File: src/rtl/speed_tick_timer_pkg.sv
// Shared speed/state encodings and the speed-to-period helper.
// Pure declarations, no logic of its own.
// Used by every speed-dependent block so they all agree on tick period.
package speed_tick_timer_pkg;

    localparam logic [1:0] SPD_NORMAL = 2'b00;
    localparam logic [1:0] SPD_INTER  = 2'b01;
    localparam logic [1:0] SPD_ADV    = 2'b10;

    typedef enum logic [1:0] {
        ST_IDLE = 2'd0,
        ST_RUN  = 2'd1,
        ST_DONE = 2'd2
    } state_t;

    // Tick period in clock cycles for a speed code; reserved code 11 runs at normal speed.
    function automatic logic [31:0] period_sel(input logic [1:0] spd, input logic [31:0] base);
        logic [31:0] p;
        case (spd)
            SPD_INTER: p = base >> 1;
            SPD_ADV:   p = base >> 2;
            default:   p = base;
        endcase
        return p;
    endfunction

endpackage

File: src/rtl/speed_tick_timer_prescaler.sv
// Prescaler: counts enabled cycles and flags terminal count at period-1.
// Latency: tc is combinational from the counter register, same cycle.
// Backpressure: none; en low holds the count, clr forces it to zero.
module tick_prescaler #(
    parameter int CNT_W = 16
) (
    input  logic             clk,
    input  logic             rst,
    input  logic             en,
    input  logic             clr,
    input  logic [CNT_W-1:0] period,
    output logic             tc
);

    logic [CNT_W-1:0] cnt;

    assign tc = en && (cnt == (period - CNT_W'(1)));

    // Count enabled cycles, wrapping to zero on terminal count.
    always_ff @(posedge clk or posedge rst) begin
        if (rst) begin
            cnt <= '0;
        end else if (clr) begin
            cnt <= '0;
        end else if (en) begin
            if (tc) begin
                cnt <= '0;
            end else begin
                cnt <= cnt + CNT_W'(1);
            end
        end
    end

endmodule

File: src/rtl/speed_tick_timer.sv
// Round timer: latches speed on control, emits periodic ticks, flags time_up after ROUND_TICKS.
// Latency: first tick one period after the edge entering RUN; all outputs registered.
// Backpressure: none; optional pause input (macro SPEED_TICK_PAUSE_EN) freezes the round.
module speed_tick_timer
    import speed_tick_timer_pkg::*;
#(
    parameter logic [15:0] BASE_DIV    = 16'd50000,
    parameter logic [7:0]  ROUND_TICKS = 8'd60,
    parameter int          CNT_W       = 16
) (
    input  logic       clk,
    input  logic       rst,
    input  logic [1:0] gameSpeed,
    input  logic       control,
`ifdef SPEED_TICK_PAUSE_EN
    input  logic       pause,
`endif
    output logic       tick,
    output logic [7:0] ticks_left,
    output logic       running,
    output logic       time_up
);

    state_t           state_q;
    state_t           state_d;
    logic [1:0]       speed_q;
    logic [CNT_W-1:0] period;
    logic             pre_en;
    logic             pre_clr;
    logic             tc;

    // Period follows the latched speed only, so it is constant for the round.
    assign period = CNT_W'(period_sel(speed_q, 32'(BASE_DIV)));

`ifdef SPEED_TICK_PAUSE_EN
    assign pre_en = (state_q == ST_RUN) && !pause;
`else
    assign pre_en = (state_q == ST_RUN);
`endif
    // Held at zero while idle so RUN always starts a full period.
    assign pre_clr = (state_q == ST_IDLE);

    tick_prescaler #(
        .CNT_W (CNT_W)
    ) u_prescaler (
        .clk    (clk),
        .rst    (rst),
        .en     (pre_en),
        .clr    (pre_clr),
        .period (period),
        .tc     (tc)
    );

    // Next-state: start on control, finish on the tick that empties the round.
    always_comb begin
        state_d = state_q;
        case (state_q)
            ST_IDLE: if (control) state_d = ST_RUN;
            ST_RUN:  if (tc && (ticks_left == 8'd1)) state_d = ST_DONE;
            ST_DONE: state_d = ST_DONE;
            default: state_d = ST_IDLE;
        endcase
    end

    // State register.
    always_ff @(posedge clk or posedge rst) begin
        if (rst) begin
            state_q <= ST_IDLE;
        end else begin
            state_q <= state_d;
        end
    end

    // Speed latch: sampled once when leaving IDLE, ignored afterwards.
    always_ff @(posedge clk or posedge rst) begin
        if (rst) begin
            speed_q <= SPD_NORMAL;
        end else if ((state_q == ST_IDLE) && control) begin
            speed_q <= gameSpeed;
        end
    end

    // Registered outputs; tc only fires in RUN so ticks_left stops at zero.
    always_ff @(posedge clk or posedge rst) begin
        if (rst) begin
            tick       <= 1'b0;
            ticks_left <= ROUND_TICKS;
            running    <= 1'b0;
            time_up    <= 1'b0;
        end else begin
            tick    <= tc;
            running <= (state_d == ST_RUN);
            time_up <= (state_d == ST_DONE);
            if (tc && (ticks_left != 8'd0)) begin
                ticks_left <= ticks_left - 8'd1;
            end
        end
    end

endmodule

File: config.mk
export PLATFORM = sky130hd
export DESIGN_NAME = speed_tick_timer
export DESIGN_NICKNAME = d
export VERILOG_FILES = /design/src/rtl/speed_tick_timer_pkg.sv /design/src/rtl/speed_tick_timer_prescaler.sv /design/src/rtl/speed_tick_timer.sv
export SDC_FILE = /design/constraint.sdc
export NUM_CORES = 1
export LEC_CHECK = 0
export ABC_AREA = 1
export CAP_MARGIN = 15
export CELL_PAD_IN_SITES_DETAIL_PLACEMENT = 0
export CELL_PAD_IN_SITES_GLOBAL_PLACEMENT = 1
export CORE_AREA = 3 3 86 88
export CTS_BUF_LIST = sky130_fd_sc_hd__clkbuf_8
export DETAILED_ROUTE_END_ITERATION = 7
export DIE_AREA = 0 0 89 91
export GPL_ROUTABILITY_DRIVEN = 0
export GPL_TIMING_DRIVEN = 0
export PLACE_DENSITY = 0.76
export SETUP_SLACK_MARGIN = 0.02
export SYNTH_ARGS = -nofsm -noshare
export SYNTH_HDL_FRONTEND = slang
export SYNTH_SLANG_ARGS = --single-unit
File: constraint.sdc
create_clock -name clk -period 2.3 [get_ports clk]
set_input_delay 0.69 -clock clk [delete_from_list [all_inputs] [get_ports clk]]
set_output_delay 0.69 -clock clk [all_outputs]
set_load 0.01 [all_outputs]
; ---- Yosys cells after proc, flatten, opt, wreduce, memory -nomap -nowiden
; Cells that the tools add are included.
[op_classes]
mux = 7
n_addsub = 3
eq_ne = 8
reduce_logical = 7
[ops]
columns = op, n
row1 = $mux W16, 3
row2 = $pmux W16 S2, 1
row3 = $add A16 B1 Y16 const B, 1
row4 = $eq A16 B16 Y1, 1
row5 = $sub A16 B1 Y16 const B, 1
row6 = $eq A8 B1 Y1 const B, 1
row7 = $reduce_bool A8 Y1, 1
row8 = $sub A8 B1 Y8 const B, 1
row9 = $eq A2 B1 Y1 const B, 3
row10 = $eq A2 B2 Y1 const B, 3
row11 = $pmux W2 S3, 1
row12 = $logic_and A1 B1 Y1, 4
row13 = $mux W2, 2
row14 = $logic_not A2 Y1, 1
row15 = $reduce_bool A2 Y1, 1
[totals]
output_inout_bits = 11
in_bits = 5
register_bits = 31
word_cells = 32

; ---- Longest topological paths before layout
[depth]
ltp_word = 9
mapped_depth = 12
depth_no_buf = 11

; ---- Hierarchy
; A second synthesis with hierarchy kept.
[unflattened]
cells_unflattened = 404
hier_area_um2 = 2752.6
[modules_own_cells]
columns = mod, area_per_inst_um2, n_inst, seq_area_each_um2, cells_each
row1 = tick_prescaler, 1900.6, 1, 400.4, 299
row2 = speed_tick_timer, 852.1, 1, 380.4, 105

; ---- Worst setup path before layout
; Ideal clock, no wire load.
[synth_path]
path_type = reg2reg
from = register speed_q[0]
to = register u_prescaler.cnt[0]
required_time_ns = 2.178
path_buffers = 2
period_less_slack_ns = 1.734
t_arrival_ns = 1.612
setup_ns = 0.122
path_slack_ns = 0.566
path_stages_with_launch = 13
path_cell_list = dfrtp_1 inv_1 ha_1 buf_6 inv_4 nand2_2 nand2_2 nand2_1 nor2_2 nand3_4 nand2_4 buf_12 o21ai_2
[synth_via]
elab_chain_cells = 8
elab_cells_between_ends = 9
classes_between = add/sub: 1 / eq/ne: 3 / mux: 4 / reduce/logical: 1
[synth_lines]
columns = item, line_no
row1 = start: declaration, speed_tick_timer.sv:26  ; logic [1:0] speed_q;
row2 = start signal: assignment, speed_tick_timer.sv:79  ; speed_q <= gameSpeed;
row3 = $eq A2 B2 Y1 / $eq A2 B1 Y1 (equally long branches), speed_tick_timer_pkg.sv:19  ; case (spd)
row4 = $pmux W16 S2 *, speed_tick_timer_pkg.sv:19
row5 = $sub A16 B1 Y16 *, speed_tick_timer_prescaler.sv:17  ; assign tc = en && (cnt == (period - CNT_W'(1)));
row6 = $eq A16 B16 Y1 *, speed_tick_timer_prescaler.sv:17
row7 = $logic_and A1 B1 Y1 *, speed_tick_timer_prescaler.sv:17
row8 = $mux W16 *, speed_tick_timer_prescaler.sv:26  ; if (tc) begin
row9 = $mux W16 *, speed_tick_timer_prescaler.sv:25  ; end else if (en) begin
row10 = $mux W16 *, speed_tick_timer_prescaler.sv:23  ; end else if (clr) begin
row11 = end signal: assignment, speed_tick_timer_prescaler.sv:29  ; cnt <= cnt + CNT_W'(1);
row12 = end: declaration, speed_tick_timer_prescaler.sv:15  ; logic [CNT_W-1:0] cnt;
; Every way passes the cells marked *; elsewhere a longest branch is shown, timed or not. The select of a mux whose other input is x is not followed.
; A chain may end at the register's enable or synchronous reset.

; ---- Final worst setup path
[layout_path]
from = register ticks_left[2]
to = output port ticks_left[2]
[layout_rtl]
columns = item, line_no
row1 = start: declaration, speed_tick_timer.sv:19  ; output logic [7:0] ticks_left,
row2 = start signal: assignment, speed_tick_timer.sv:95  ; ticks_left <= ticks_left - 8'd1;
; No word-level cell between the ends.

==> impl_metrics.env <==
export IMPL_diodes=0
export IMPL_synthXorXnorAreaFrac=0.0756
export IMPL_synthMuxAreaShare=0
export IMPL_syn_avg_cell_area_um2=7.35
export IMPL_numCtsBuffers=5
export IMPL_critPathSlowestCell="dfstp_2"
export IMPL_port_buffer_count=15
export IMPL_vias_per_cell=4.71
export IMPL_seq_area_frac_synth=0.337
export IMPL_first_pass_iters=4
export IMPL_remaining_drc_errors=0
export IMPL_fin_tns_setup_ps=0
export IMPL_final_common_cell="nand2_1"
export IMPL_critPathCaptureType="primary output"
export IMPL_cts_sinks=31
export IMPL_fin_hold_ws_ps=508
export IMPL_die_area_um2=8100
export IMPL_final_core_util=0.399
export IMPL_cts_setup_buffers=0
export IMPL_drv_slew=0
export IMPL_cts_tree="built"
export IMPL_post_drt_wl_per_cell_um=12.8
export IMPL_max_cap_violations=0
export IMPL_drive_gt1_frac=0.195
export IMPL_powerDensity_nw_per_um2=377
export IMPL_cp_max_fo=6
export IMPL_cts_resized=0
export IMPL_nNetsFinal=351
export IMPL_grt_pass1_wl_um=9320
export IMPL_cpPeakStageDelay_ps=600
export IMPL_clk_latency_ps=280
export IMPL_vdd_drop_max_uv=236
export IMPL_status="completed"
export IMPL_finClkSkew_ps=5.67
export IMPL_yosys_warnings=0
export IMPL_ys_seq_elements=31
export IMPL_synth_nets=328
export IMPL_via_count=1969
export IMPL_synth_top_family_by_area="simple AND/OR/NAND/NOR gates"
export IMPL_fin_crit_ps=2130
export IMPL_crit_chain="clkdlybuf4s50_1"
export IMPL_final_cell_mix="nand2_1 (108), nor2_1 (34), dfrtp_1 (27)"
export IMPL_grt_use_total=0.148
export IMPL_yosys_area_share_simple=0.398
export IMPL_worst_pin_slew_ps=617
export IMPL_path_clk_slew_ps=60
export IMPL_crit_family="flip-flops"
export IMPL_p_leak_nw=1.23
export IMPL_clock_path_buffers=2
export IMPL_cts_htree_levels=2
export IMPL_grt_pass1_vias=1923
export IMPL_totalWireLength_um=5360
export IMPL_cp_arrival_ps=1440
export IMPL_synth_compound_area_share=0.0551
export IMPL_drtIter0Drc=122
export IMPL_hold_viol_final=0
export IMPL_synth_adder_area_share=0.0432
export IMPL_fill_cells=698
export IMPL_grt_overflow_total=0
export IMPL_antenna_found_initial=0
export IMPL_syn_inst=315
export IMPL_ant_nets=0
export IMPL_die_w_um=89
export IMPL_grt_start_max_net_pins=20
export IMPL_hp_class="reg2reg"
export IMPL_final_area_um2=2680
export IMPL_fin_ws_ps=175
export IMPL_fp_dieH_um=91
export IMPL_rows=30
export IMPL_required_ps=1610
export IMPL_seqCellArea_um2=781
export IMPL_dp_slack_ps=329
export IMPL_cts_hold_buf=0
export IMPL_dp_hpwl_um=4130
export IMPL_setup_viol=0
export IMPL_area_delta_synth_final_pct=15.8
export IMPL_timing_critical_path_from_type="flip-flop"
export IMPL_timing_worst_setup_path_type="reg2out"
export IMPL_slew_headroom=0.588
export IMPL_ios=16
export IMPL_multi_input_comb_area_um2=1320
export IMPL_max_freq_mhz=470
export IMPL_netlist_area_um2=2320
export IMPL_root_buffer="clkbuf_8"
export IMPL_fin_crit_sh=0.924
export IMPL_cp_num_buf_inv=1
export IMPL_start_util=0.345
export IMPL_rsz0062_at_grt="no"
export IMPL_core_um2=6720
export IMPL_synthDistinctLibCells=33
export IMPL_placed_cell_area_um2=2590
==> cell type report <==
type | instances | area share
Timing Repair Buffer | 16 | 0.0663
Inverter | 33 | 0.0476
Clock inverter | 1 | 0.00187
Sequential cell | 31 | 0.291
Multi-Input combinational cell | 240 | 0.494
Tap cell | 80 | 0.0373
Buffer | 11 | 0.0313
Clock buffer | 6 | 0.0308
==> sequential cells by signal (all words and copies together), names as in the netlist <==
name,cells
u_prescaler.cnt,16
ticks_left,8
speed_q,2
state_q,2
running,1
tick,1
time_up,1
==> through the flow <==
stage | total power, mW | std cells
after global placement | 0.574 | 410
after detailed placement | 0.580 | 411
after floorplan | 0.563 | 315
after global routing | 1.05 | 418
final | 1.01 | 418
after CTS | 1.02 | 418
==> power by group <==
| group | total, mW | switching, mW | internal [mW] |
|---|---|---|---|
| sequential | 0.545 | 0 | 0.545 |
| clock | 0.441 | 0.206 | 0.235 |
| combinational | 0.0236 | 0.0129 | 0.0107 |
| total | 1.01 | 0.219 | 0.791 |
==> Yosys cell counts (all sizes together) <==
| master | n | share of area |
|---|---|---|
| a21oi | 2 | 0.0043 |
| buf | 10 | 0.035 |
| clkbuf | 1 | 0.0016 |
| clkinv | 2 | 0.0038 |
| dfrtp | 27 | 0.29 |
| dfstp | 4 | 0.045 |
| ha | 8 | 0.043 |
| inv | 31 | 0.051 |
| nand2 | 114 | 0.20 |
| nand3 | 15 | 0.042 |
| nand4 | 15 | 0.043 |
| nor2 | 46 | 0.10 |
| nor3 | 4 | 0.011 |
| o21ai | 16 | 0.051 |
| xnor2 | 6 | 0.023 |
| xor2 | 14 | 0.053 |
==> cell families after synthesis <==
| family | count (synthesis) |
|---|---|
| buffers and inverters | 44 |
| adder cells (fa/ha/maj) | 8 |
| AND/OR/NAND/NOR | 194 |
| flip-flops | 31 |
| XOR/XNOR | 20 |
| AO/OA/AOI/OAI | 18 |
==> layer usage <==
layer / global-route usage / up-vias / part of all wire
li1: - / 1026 / -
met1: 0.201 / 905 / 0.48
met2: 0.230 / 30 / 0.47
met3: 0.0290 / 8 / 0.027
met4: 0.0571 / 0 / 0.021
met5: 0 / - / 0
==> worst paths after layout <==
check / from / end / slack (ps) / depth (start not counted)
setup / recovery: ticks_left[2] / ticks_left[2] / 170 / 1
hold / removal: ticks_left[3] / ticks_left[3] / 510 / 2
setup reg to reg: speed_q[0] / u_prescaler.cnt[0] / 330 / 12
hold reg to reg: ticks_left[3] / ticks_left[3] / 510 / 2
max in group asynchronous: rst / ticks_left[4] / 920 / 3
min in group asynchronous: rst / u_prescaler.cnt[15] / 780 / 2
No activity file was read; power rests on OpenSTA's default activity.
